File: src/rtl/mem_port_arbiter.sv
// Two-master round-robin arbiter for the shared instruction/data memory port.
// Adds programmable wait states, flags misaligned accesses and stalls the core while M0 waits.
module mem_port_arbiter #(
  parameter int ADDR_W   = 32,
  parameter int DATA_W   = 32,
  parameter int WAIT_CYC = 1
) (
  input  logic              clk,
  input  logic              rst,
  input  logic              m0_req,
  input  logic              m0_we,
  input  logic [ADDR_W-1:0] m0_addr,
  input  logic [DATA_W-1:0] m0_wdata,
  output logic [DATA_W-1:0] m0_rdata,
  output logic              m0_done,
  output logic              m0_err,
  input  logic              m1_req,
  input  logic              m1_we,
  input  logic [ADDR_W-1:0] m1_addr,
  input  logic [DATA_W-1:0] m1_wdata,
  output logic [DATA_W-1:0] m1_rdata,
  output logic              m1_done,
  output logic              m1_err,
  output logic [ADDR_W-1:0] mem_addr,
  output logic [DATA_W-1:0] mem_wdata,
  output logic              mem_re,
  output logic              mem_we,
  input  logic [DATA_W-1:0] mem_rdata,
  output logic              cpu_stall
);
  typedef enum logic [1:0] {IDLE, ACCESS, DONE} state_t;

  state_t            state_q, state_d;
  logic [3:0]        cnt_q, cnt_d;
  logic              last_q, last_d;   // 1 = M1 held the last grant
  logic              win_q, win_d;
  logic              we_q, we_d;
  logic              err_q, err_d;
  logic [ADDR_W-1:0] mem_addr_q, mem_addr_d;
  logic [DATA_W-1:0] mem_wdata_q, mem_wdata_d;
  logic              mem_re_q, mem_re_d;
  logic              mem_we_q, mem_we_d;
  logic [DATA_W-1:0] m0_rdata_q, m0_rdata_d;
  logic [DATA_W-1:0] m1_rdata_q, m1_rdata_d;
  logic              m0_done_q, m0_done_d;
  logic              m1_done_q, m1_done_d;
  logic              m0_err_q, m0_err_d;
  logic              m1_err_q, m1_err_d;

  logic              grant;
  logic              sel_we;
  logic [ADDR_W-1:0] sel_addr;
  logic [DATA_W-1:0] sel_wdata;
  logic              sel_mis;

  always_comb begin
    // On a tie the master that did not win last time is served.
    grant     = (m0_req & m1_req) ? ~last_q : m1_req;
    sel_we    = grant ? m1_we    : m0_we;
    sel_addr  = grant ? m1_addr  : m0_addr;
    sel_wdata = grant ? m1_wdata : m0_wdata;
    sel_mis   = (sel_addr[1:0] != 2'b00);

    state_d     = state_q;
    cnt_d       = cnt_q;
    last_d      = last_q;
    win_d       = win_q;
    we_d        = we_q;
    err_d       = err_q;
    mem_addr_d  = mem_addr_q;
    mem_wdata_d = mem_wdata_q;
    mem_re_d    = mem_re_q;
    mem_we_d    = mem_we_q;
    m0_rdata_d  = m0_rdata_q;
    m1_rdata_d  = m1_rdata_q;
    m0_done_d   = 1'b0;
    m1_done_d   = 1'b0;
    m0_err_d    = 1'b0;
    m1_err_d    = 1'b0;

    case (state_q)
      IDLE: begin
        if (m0_req | m1_req) begin
          win_d       = grant;
          last_d      = grant;
          we_d        = sel_we;
          err_d       = sel_mis;
          mem_addr_d  = sel_addr;
          mem_wdata_d = sel_wdata;
          cnt_d       = 4'(WAIT_CYC);
          mem_re_d    = ~sel_we & ~sel_mis;
          mem_we_d    = sel_we & ~sel_mis;
          state_d     = ACCESS;
        end
      end
      ACCESS: begin
        if (cnt_q != 4'd0) begin
          cnt_d = cnt_q - 4'd1;
        end else begin
          mem_re_d = 1'b0;
          mem_we_d = 1'b0;
          if (~we_q & ~err_q) begin
            if (win_q) m1_rdata_d = mem_rdata;
            else       m0_rdata_d = mem_rdata;
          end
          m0_done_d = ~win_q;
          m1_done_d = win_q;
          m0_err_d  = ~win_q & err_q;
          m1_err_d  = win_q & err_q;
          state_d   = DONE;
        end
      end
      DONE:    state_d = IDLE;
      default: state_d = IDLE;
    endcase
  end

  always_ff @(posedge clk or negedge rst) begin
    if (!rst) begin
      state_q     <= IDLE;
      cnt_q       <= 4'd0;
      last_q      <= 1'b1;
      win_q       <= 1'b0;
      we_q        <= 1'b0;
      err_q       <= 1'b0;
      mem_addr_q  <= '0;
      mem_wdata_q <= '0;
      mem_re_q    <= 1'b0;
      mem_we_q    <= 1'b0;
      m0_rdata_q  <= '0;
      m1_rdata_q  <= '0;
      m0_done_q   <= 1'b0;
      m1_done_q   <= 1'b0;
      m0_err_q    <= 1'b0;
      m1_err_q    <= 1'b0;
    end else begin
      state_q     <= state_d;
      cnt_q       <= cnt_d;
      last_q      <= last_d;
      win_q       <= win_d;
      we_q        <= we_d;
      err_q       <= err_d;
      mem_addr_q  <= mem_addr_d;
      mem_wdata_q <= mem_wdata_d;
      mem_re_q    <= mem_re_d;
      mem_we_q    <= mem_we_d;
      m0_rdata_q  <= m0_rdata_d;
      m1_rdata_q  <= m1_rdata_d;
      m0_done_q   <= m0_done_d;
      m1_done_q   <= m1_done_d;
      m0_err_q    <= m0_err_d;
      m1_err_q    <= m1_err_d;
    end
  end

  assign mem_addr  = mem_addr_q;
  assign mem_wdata = mem_wdata_q;
  assign mem_re    = mem_re_q;
  assign mem_we    = mem_we_q;
  assign m0_rdata  = m0_rdata_q;
  assign m1_rdata  = m1_rdata_q;
  assign m0_done   = m0_done_q;
  assign m1_done   = m1_done_q;
  assign m0_err    = m0_err_q;
  assign m1_err    = m1_err_q;
  assign cpu_stall = m0_req & ~m0_done_q;
endmodule

File: config.mk
export PLATFORM = sky130hd
export DESIGN_NAME = mem_port_arbiter
export DESIGN_NICKNAME = d
export VERILOG_FILES = /design/src/rtl/mem_port_arbiter.sv
export SDC_FILE = /design/constraint.sdc
export NUM_CORES = 1
export LEC_CHECK = 0
export CAP_MARGIN = 5
export CORE_MARGIN = 2
export CORE_UTILIZATION = 44
export DETAILED_ROUTE_END_ITERATION = 10
export GPL_ROUTABILITY_DRIVEN = 0
export GPL_TIMING_DRIVEN = 0
export PLACE_DENSITY = 0.87
export SLEW_MARGIN = 40
export SYNTH_ARGS = -nofsm -noshare
export SYNTH_HDL_FRONTEND = slang
export SYNTH_SLANG_ARGS = --single-unit
File: constraint.sdc
create_clock -name clk -period 3.25 [get_ports clk]
set_input_delay 0.325 -clock clk [delete_from_list [all_inputs] [get_ports clk]]
set_output_delay 0.325 -clock clk [all_outputs]
set_load 0.1 [all_outputs]
## After elaboration in Yosys (flattened, before gate mapping)

Cells that the tools add are included.

- ROM bits: 0
- RAM bits: 0
- Latch bits: 0
- Input port bits: 166
- Flip-flop bits (word level): 144
- Logic and storage cells: 70
- Memories kept: 0
- Output and inout bits: 135

- Order comparisons: 0
- Shift operators: 0
- $mul: 0
- Reduce and logical (&&, ||, !) cells: 10
- Divide/modulo/power cells: 0
- Bitwise gates (word level): 16
- Equality and inequality tests: 4
- Mux-type cells: 23
- Add/sub/neg operators: 1

Operators with widths:

| kind | count |
|---|---|
| 32-bit two-way mux | 2 |
| 1-bit two-way mux | 13 |
| 4-bit two-way mux | 2 |
| 1-bit inverter | 8 |
| 4-bit one-hot mux with 2 select lines | 1 |
| 4-bit AND reduction | 2 |
| 1-bit AND | 7 |
| 2-bit != test, second input constant | 3 |
| 3-bit AND reduction | 2 |
| 2-bit two-way mux | 2 |
| 1-bit one-hot mux with 2 select lines | 2 |
| 2-bit one-hot mux with 2 select lines | 1 |
| 2-bit AND reduction | 2 |
| 2-bit nonzero test | 2 |
| 4-bit nonzero test | 1 |
| 4-bit by 1-bit subtractor with 4-bit output, second input constant | 1 |
| 2-bit by 1-bit equality test with 1-bit output, second input constant | 1 |
| 2-bit logical NOT | 1 |
| 1-bit OR | 1 |

## Depth between registers and ports, before layout

Gate-level depths: netlist of the first run.

- Depth after elaboration: 8
- Depth in mapped cells: 7
- Mapped depth without buffers: 6

## Worst setup path before layout of the first run

Ideal clock, no wire load.

- Kind: register to output
- Start point: reg m0_done_q (netlist: m0_done)
- End point: out cpu_stall
- Cell stages (with the launch flop): 2
- Arrival: 2.211 ns
- Setup slack: 0.714 ns
- Buffers on the path: 0
- Required time: 2.925 ns
- Path through: dfrtp_1 -> nor2b_1

- Word-level cells in the longest chain between the ends: 2

RTL lines:

| element | RTL line | source |
|---|---|---|
| start, declared | 45 | `logic m0_done_q, m0_done_d;` |
| start signal, assigned | 149 | `m0_done_q <= m0_done_d;` |
| 1-bit inverter | 166 | `assign cpu_stall = m0_req & ~m0_done_q;` |
| 1-bit AND | 166 |  |
| end, declared | 29 | `output logic cpu_stall` |

Every way passes these cells.

## Worst setup path in the final report of the first run

- Start point: in m0_req
- End point: reg err_q

- Word-level cells in the longest chain between the ends: 4
- Elaborated cells on any way between the ends: 6
- Classes of those cells: mux: 2; bitwise: 2; reduce/logical: 2

RTL lines:

| element | RTL line | source |
|---|---|---|
| start, declared | 10 | `input logic m0_req,` |
| 1-bit AND | 58 | `grant = (m0_req & m1_req) ? ~last_q : m1_req;` |
| 1-bit two-way mux | 58 |  |
| 32-bit two-way mux | 60 | `sel_addr = grant ? m1_addr : m0_addr;` |
| 2-bit nonzero test | 62 | `sel_mis = (sel_addr[1:0] != 2'b00);` |
| end signal, assigned | 142 | `err_q <= err_d;` |
| end, declared | 38 | `logic err_q, err_d;` |

Several ways; a longest one is shown, not always the timed one.
A chain may end at the register's enable or synchronous reset.

==> flow_metrics.tcl, run 1 <==
set metrics [dict create \
    synth_most_common_cell "dfrtp_1" \
    status "finished clean" \
    arrival_ns 2.27 \
    htree_levels 4 \
    crit_top_cell "buf_2" \
    grt_usage_pct 23.68 \
    die_y_um 121.2 \
    core_mm2 0.01335 \
    clock-sinks 144 \
    clock_latency_ns 0.40 \
    clock.fmax_mhz 507.7 \
    r2r-end "m0_rdata[21]$_DFFE_PN0P_" \
    cts_tree "yes" \
    route.detailed.drc 0 \
    syn_inst 482 \
    ys_ff_latch 144 \
    post-route-min-period_ns 1.970 \
    io_buffer_count 300 \
    crit_chain "clkdlybuf4s50_1 > o21ai_0 > buf_2 > buf_2 > buf_2 > nand2_1 > o31ai_1" \
    slowest_stage "clkdlybuf4s50_1" \
    placed_cells 959 \
    worstReg2RegStart "cnt_q[0]$_DFFE_PN0P_" \
    floorplan.initialDensity_pct 45.28 \
    ys.flop_type "dfrtp_1" \
    numCtsBuffers 17 \
    rsz0062_at_grt "no" \
    path_delay_family "buffers and inverters" \
    die_width_um 121.2 \
    final_util_pct 68.57 \
    worstPathMaxFanout 10 \
    critPathMaxStageDelay_ns 0.50 \
    synth_top_area_share_pct 59.21 \
    yosysUniqueCellTypes 32 \
    area_growth_pct 51.45 \
    cts.clk_slew.worst_paths_ns 0.06 \
    n_antenna_cell 0 \
    grt-ovfl-total 0 \
    dr.first_iter.drc_count 239 \
    placed_area_mm2 0.008623 \
    synth.avg_cell_area_um2 12.54 \
    nFillCells 1031 \
    ys_top_cells_by_area "dfrtp_1 (59%), mux2_2 (12%), mux2i_1 (11%), o21ai_0 (5.5%), nand2_1 (4.8%)" \
    grt_antenna_before_repair 0 \
    clk_path_buf_depth 2 \
    hold_viol 0 \
    synth_commonest_cells "dfrtp_1 (143), nand2_1 (78), mux2i_1 (67)" \
    r2r_cells 6 \
    maxSlewViolCount 0 \
    start_kind "primary input" \
    grt_max_degree 77 \
    slew_headroom_pct 63.93 \
    syn_area_mm2 0.006043 \
    instances_no_fill 991 \
    finalInstanceArea_mm2 0.009153 \
    reg2reg_slack_ns 1.30 \
    dp_hpwl_mm 13.68 \
    endpoint_kind "register" \
    wl_per_cell_um 17.45 \
    post-cts-setup-buffers 0 \
    max-cap-violations 0 \
    yosys_warnings 0 \
    path_class "primary input to register" \
    ys_seq_area_share_pct 59.65 \
    viasPerCell 5.017 \
    grt_pass1_vias 5290 \
    synth-edff-count 0 \
    synth_async_sr_flop_share_pct 100.0 \
    ios 301 \
    tightest_slew_ns 0.5410 \
    num_vias 4972 \
    finalSetupViolations 0 \
    synth_top_area_cell "dfrtp_1" \
    layout-drive-gt1-share_pct 31.29 \
    hp-class "primary input to asynchronous set/reset pin" \
    worst_ep_required_time_ns 3.55 \
    fin_nets 971 \
    ant_nets 0 \
    grt_pass1_wl_mm 26.77 \
    finalCritPeriodShare_pct 60.60 \
    drt_wl_total_mm 17.29 \
    clockRootBuffer "clkbuf_16" \
    critPathBufInv 4 \
    fin_skew_ns 0.007731 \
    rows 42 \
    syn-num-nets 650 \
    design.die.area_mm2 0.01469 \
    drt_pass1_iterations 4 \
]
## layout make-up
cell class	count	area [um^2]	area share [%]
inverters	3	11.26	0.1230
clock buffers	17	425.4	4.648
repair buffers	302	2370	25.89
plain buffers	28	173.9	1.900
clock inverters	14	93.84	1.025
flip-flops and latches	144	3605	39.38
well taps	176	220.2	2.406
multi-input cells	307	2253	24.62
## sequential cells by signal, summed over array words and instances (netlist names), 2 cells and up
name,flops
cnt_q,4
state_q,2
m1_rdata,32
m0_rdata,32
mem_addr,32
mem_wdata,32
## timing repair
| action | in CTS | in global routing |
|---|---|---|
| gates resized for setup | 0 | 0 |
| hold buffers | 1 | 0 |
| hold endpoints to repair | 67 | 0 |
## worst max path at each step
stage | from | endpoint | slack, ns | depth (start not counted)
after floorplan | m0_done$_DFF_PN0_ | cpu_stall | 0.71 | 1
after detailed placement | m0_req | err_q$_DFFE_PN0P_ | 0.85 | 7
after global routing | m0_req | mem_wdata[7]$_DFFE_PN0P_ | 1.14 | 7
after global placement | rst | mem_addr[21]$_DFFE_PN0P_ | -3.46 | 1
after CTS | cnt_q[0]$_DFFE_PN0P_ | m0_rdata[21]$_DFFE_PN0P_ | 1.27 | 6
final | m0_req | err_q$_DFFE_PN0P_ | 1.28 | 7
## metal layers
metal	global-route usage [%]	up-vias	share of wire, %
met5	0	-	0
met1	26.03	2418	37
met3	5.686	32	6.1
met4	9.483	0	2.7
li1	-	2310	-
met2	43.68	212	54
## stage by stage
step	setup slack (ns)	setup TNS [ns]	hold slack [ns]
floorplan	0.7143	0	0.02941
global placement	-3.461	-495.49	0.4608
detailed placement	0.8509	0	0.3095
CTS	1.274	0	0.4751
global route	1.144	0	0.4931
finish	1.280	0	0.4560
## cells in the final DEF, fill, tap and decap left out, types with 4 or more instances in the layout
cell type        instances
clkinvlp_4               5
dfrtp_1                143
clkbuf_1                 7
clkdlybuf4s50_1        164
buf_1                    4
nand2_1                 78
nand3_1                  5
buf_6                    6
buf_2                  142
clkbuf_16               17
nor2_1                   5
clkinv_2                 6
o21ai_0                 66
mux2_2                  63
buf_4                    4
mux2i_1                 67
## worst reg2reg max path, stage by stage, from the launching register on
cell and delay, ns:
dfrtp_1 0.41, inv_1 0.11, ha_1 0.19, nand3_2 0.16
nor4_4 0.37, buf_6 0.22, mux2_2 0.35
## logic make-up (layout without fill, tap and decap cells)
| logic type | Yosys count | after routing | synth area share (%) |
|---|---|---|---|
| flip-flops | 144 | 144 | 59.65 |
| AND/OR/NAND/NOR | 101 | 101 | 7.412 |
| multiplexers | 132 | 132 | 23.21 |
| adder cells (fa/ha/maj) | 2 | 2 | 0.4140 |
| AO/OA/AOI/OAI | 72 | 72 | 6.253 |
| buffers and inverters | 31 | 364 | 3.064 |
Power of run 1 is not shown: default switching activity piles up to over one toggle a cycle in this logic, so the estimate is an artifact.
==> run 2, diff against run 1 <==
CORE_UTILIZATION = 40   (was 44)
PLACE_DENSITY = 0.8   (was 0.87)
clock period = 1.85 ns   (was 3.25 ns; I/O delays follow)
==> run 2 against run 1 <==
Clock-buffer cell count grew 4. Critical path depth unchanged. Sequential share of layout area shrank 0.80 points. First-iteration DRC count is 40% lower. Clock skew fell by 0.00063 ns. Via count is 0.48% lower. Flip-flop and latch count unchanged. Non-clock buffer count grew 4.
==> flow_metrics.tcl, run 2 (synthesized netlist as in run 1, its figures left out) <==
set metrics [dict create \
    worst_ep_required_time_ns 2.16 \
    crit_chain "nor2_1 > o21ai_1 > clkbuf_4 > buf_2 > clkbuf_4 > nand2_1 > o31ai_1" \
    route.detailed.drc 0 \
    finalCritPeriodShare_pct 92.20 \
    final_common_cell "clkdlybuf4s50_1" \
    tightest_slew_ns 0.5245 \
    floorplan.initialDensity_pct 41.27 \
    critPathBufInv 3 \
    ios 301 \
    num_vias 4948 \
    reg2reg_slack_ns 0.14 \
    grt_pass1_wl_mm 26.73 \
    layout-drive-gt1-share_pct 32.40 \
    htree_levels 4 \
    clock_latency_ns 0.41 \
    final_cell_mix "clkdlybuf4s50_1 (164), dfrtp_1 (143), buf_2 (141), nand2_1 (78), mux2i_1 (67)" \
    placed_area_mm2 0.008668 \
    r2r-end "err_q$_DFFE_PN0P_" \
    clock.fmax_mhz 586.3 \
    finalSetupViolations 0 \
    grt_usage_pct 21.48 \
    hold_viol 0 \
    ant_nets 0 \
    finalInstanceArea_mm2 0.009343 \
    rows 44 \
    io_buffer_count 300 \
    grt_pass1_vias 5232 \
    fin_nets 975 \
    met3_usage_pct 4.977 \
    slew_headroom_pct 65.27 \
    viasPerCell 4.938 \
    critPathMaxStageDelay_ns 0.40 \
    grt_antenna_before_repair 0 \
    fin_skew_ns 0.007099 \
    slowest_stage "dfrtp_1" \
    hp-class "primary input to asynchronous set/reset pin" \
    cts_tree "yes" \
    endpoint_kind "register" \
    grt_use_met2_pct 38.87 \
    maxSlewViolCount 0 \
    clk_path_buf_depth 2 \
    numCtsBuffers 17 \
    cts.clk_slew.worst_paths_ns 0.06 \
    design.die.area_mm2 0.01611 \
    clockRootBuffer "clkbuf_16" \
    max-cap-violations 0 \
    worstReg2RegStart "state_q[1]$_DFFE_PN0P_" \
    drt_wl_total_mm 17.10 \
    core_mm2 0.01464 \
    die_y_um 126.9 \
    area_growth_pct 54.60 \
    arrival_ns 2.02 \
    post-route-min-period_ns 1.706 \
    wl_per_cell_um 17.07 \
    grt_most_used_layer "met2" \
    r2r_cells 7 \
    grt-ovfl-total 0 \
    use_met1_pct 24.68 \
    worstPathMaxFanout 10 \
    final_util_pct 63.80 \
    status "finished clean" \
    dr.first_iter.drc_count 144 \
    grt_max_degree 61 \
    start_kind "register" \
    n_antenna_cell 0 \
    clock-sinks 144 \
    path_delay_family "buffers and inverters" \
    crit_top_cell "clkbuf_4" \
    dp_hpwl_mm 13.29 \
    nFillCells 1185 \
    die_width_um 126.9 \
    drt_pass1_iterations 4 \
    path_class "register to register" \
]
[run 2: cell count changes in the layout (fill, tap and decap cells not counted), sizes merged]
cell and change:
inv -1, clkinv -5, clkinvlp -1, bufinv +2, buf +2, clkbuf +6
[run 2: worst reg2reg max path, delay by kind of cell (launching register included)]
kind            cells  cell delay, ns
buf+inv             3            0.79
compound gates      2            0.27
simple gates        2            0.16
flops               1            0.40
[run 2: worst max-delay path by stage]
stage	start	to	slack [ns]	cells after the start
final	state_q[1]$_DFFE_PN0P_	err_q$_DFFE_PN0P_	0.14	7
after detailed placement	m0_req	mem_addr[8]$_DFFE_PN0P_	-0.43	5
after CTS	cnt_q[2]$_DFFE_PN0P_	m0_rdata[15]$_DFFE_PN0P_	0.02	6
after floorplan	cnt_q[0]$_DFFE_PN0P_	m0_rdata[10]$_DFFE_PN0P_	0.15	6
after global placement	rst	mem_addr[7]$_DFFE_PN0P_	-4.79	1
after global routing	state_q[1]$_DFFE_PN0P_	mem_addr[25]$_DFFE_PN0P_	-0.02	7
[run 2: area by class of cell]
cell class                 instances  area, um^2  share of cell area, %
clock buffer                      21       470.5                  5.035
inverter                           3       11.26                 0.1205
buffer                            28       202.7                  2.170
sequential                       144        3605                  38.58
timing repair buffer             306        2424                  25.94
multi-input combinational        307        2291                  24.52
tap                              184       230.2                  2.464
clock inverter                     9       108.9                  1.165
[run 2: what timing repair did]
item | 4_1_cts | 5_1_grt
setup endpoints to repair | 33 | 69
hold buffers | 1 | 0
buffers inserted | 2 | 1
pin swaps | 2 | 1
endpoints found under the hold margin | 144 | 0
resized for setup | 12 | 7
[run 2: routing by layer]
metal | wire length [um] | vias to the layer above
li1 | - | 2320
met1 | 6720 | 2390
met2 | 8974 | 206
met3 | 1018 | 32
met4 | 386 | 0
met5 | 0 | -
[run 2: through the flow]
step                       TNS, ns  setup WS (ns)  cells  hold slack, ns
after floorplan                  0         0.1505    482         -0.1106
after global placement     -704.22         -4.792    966          0.4605
after detailed placement    -22.34        -0.4294    968         0.05383
after CTS                        0        0.01516   1001          0.2145
after global routing      -0.02309       -0.01570   1002          0.2267
final                            0         0.1443   1002          0.2305
Power of run 2 is left out for the same reason.
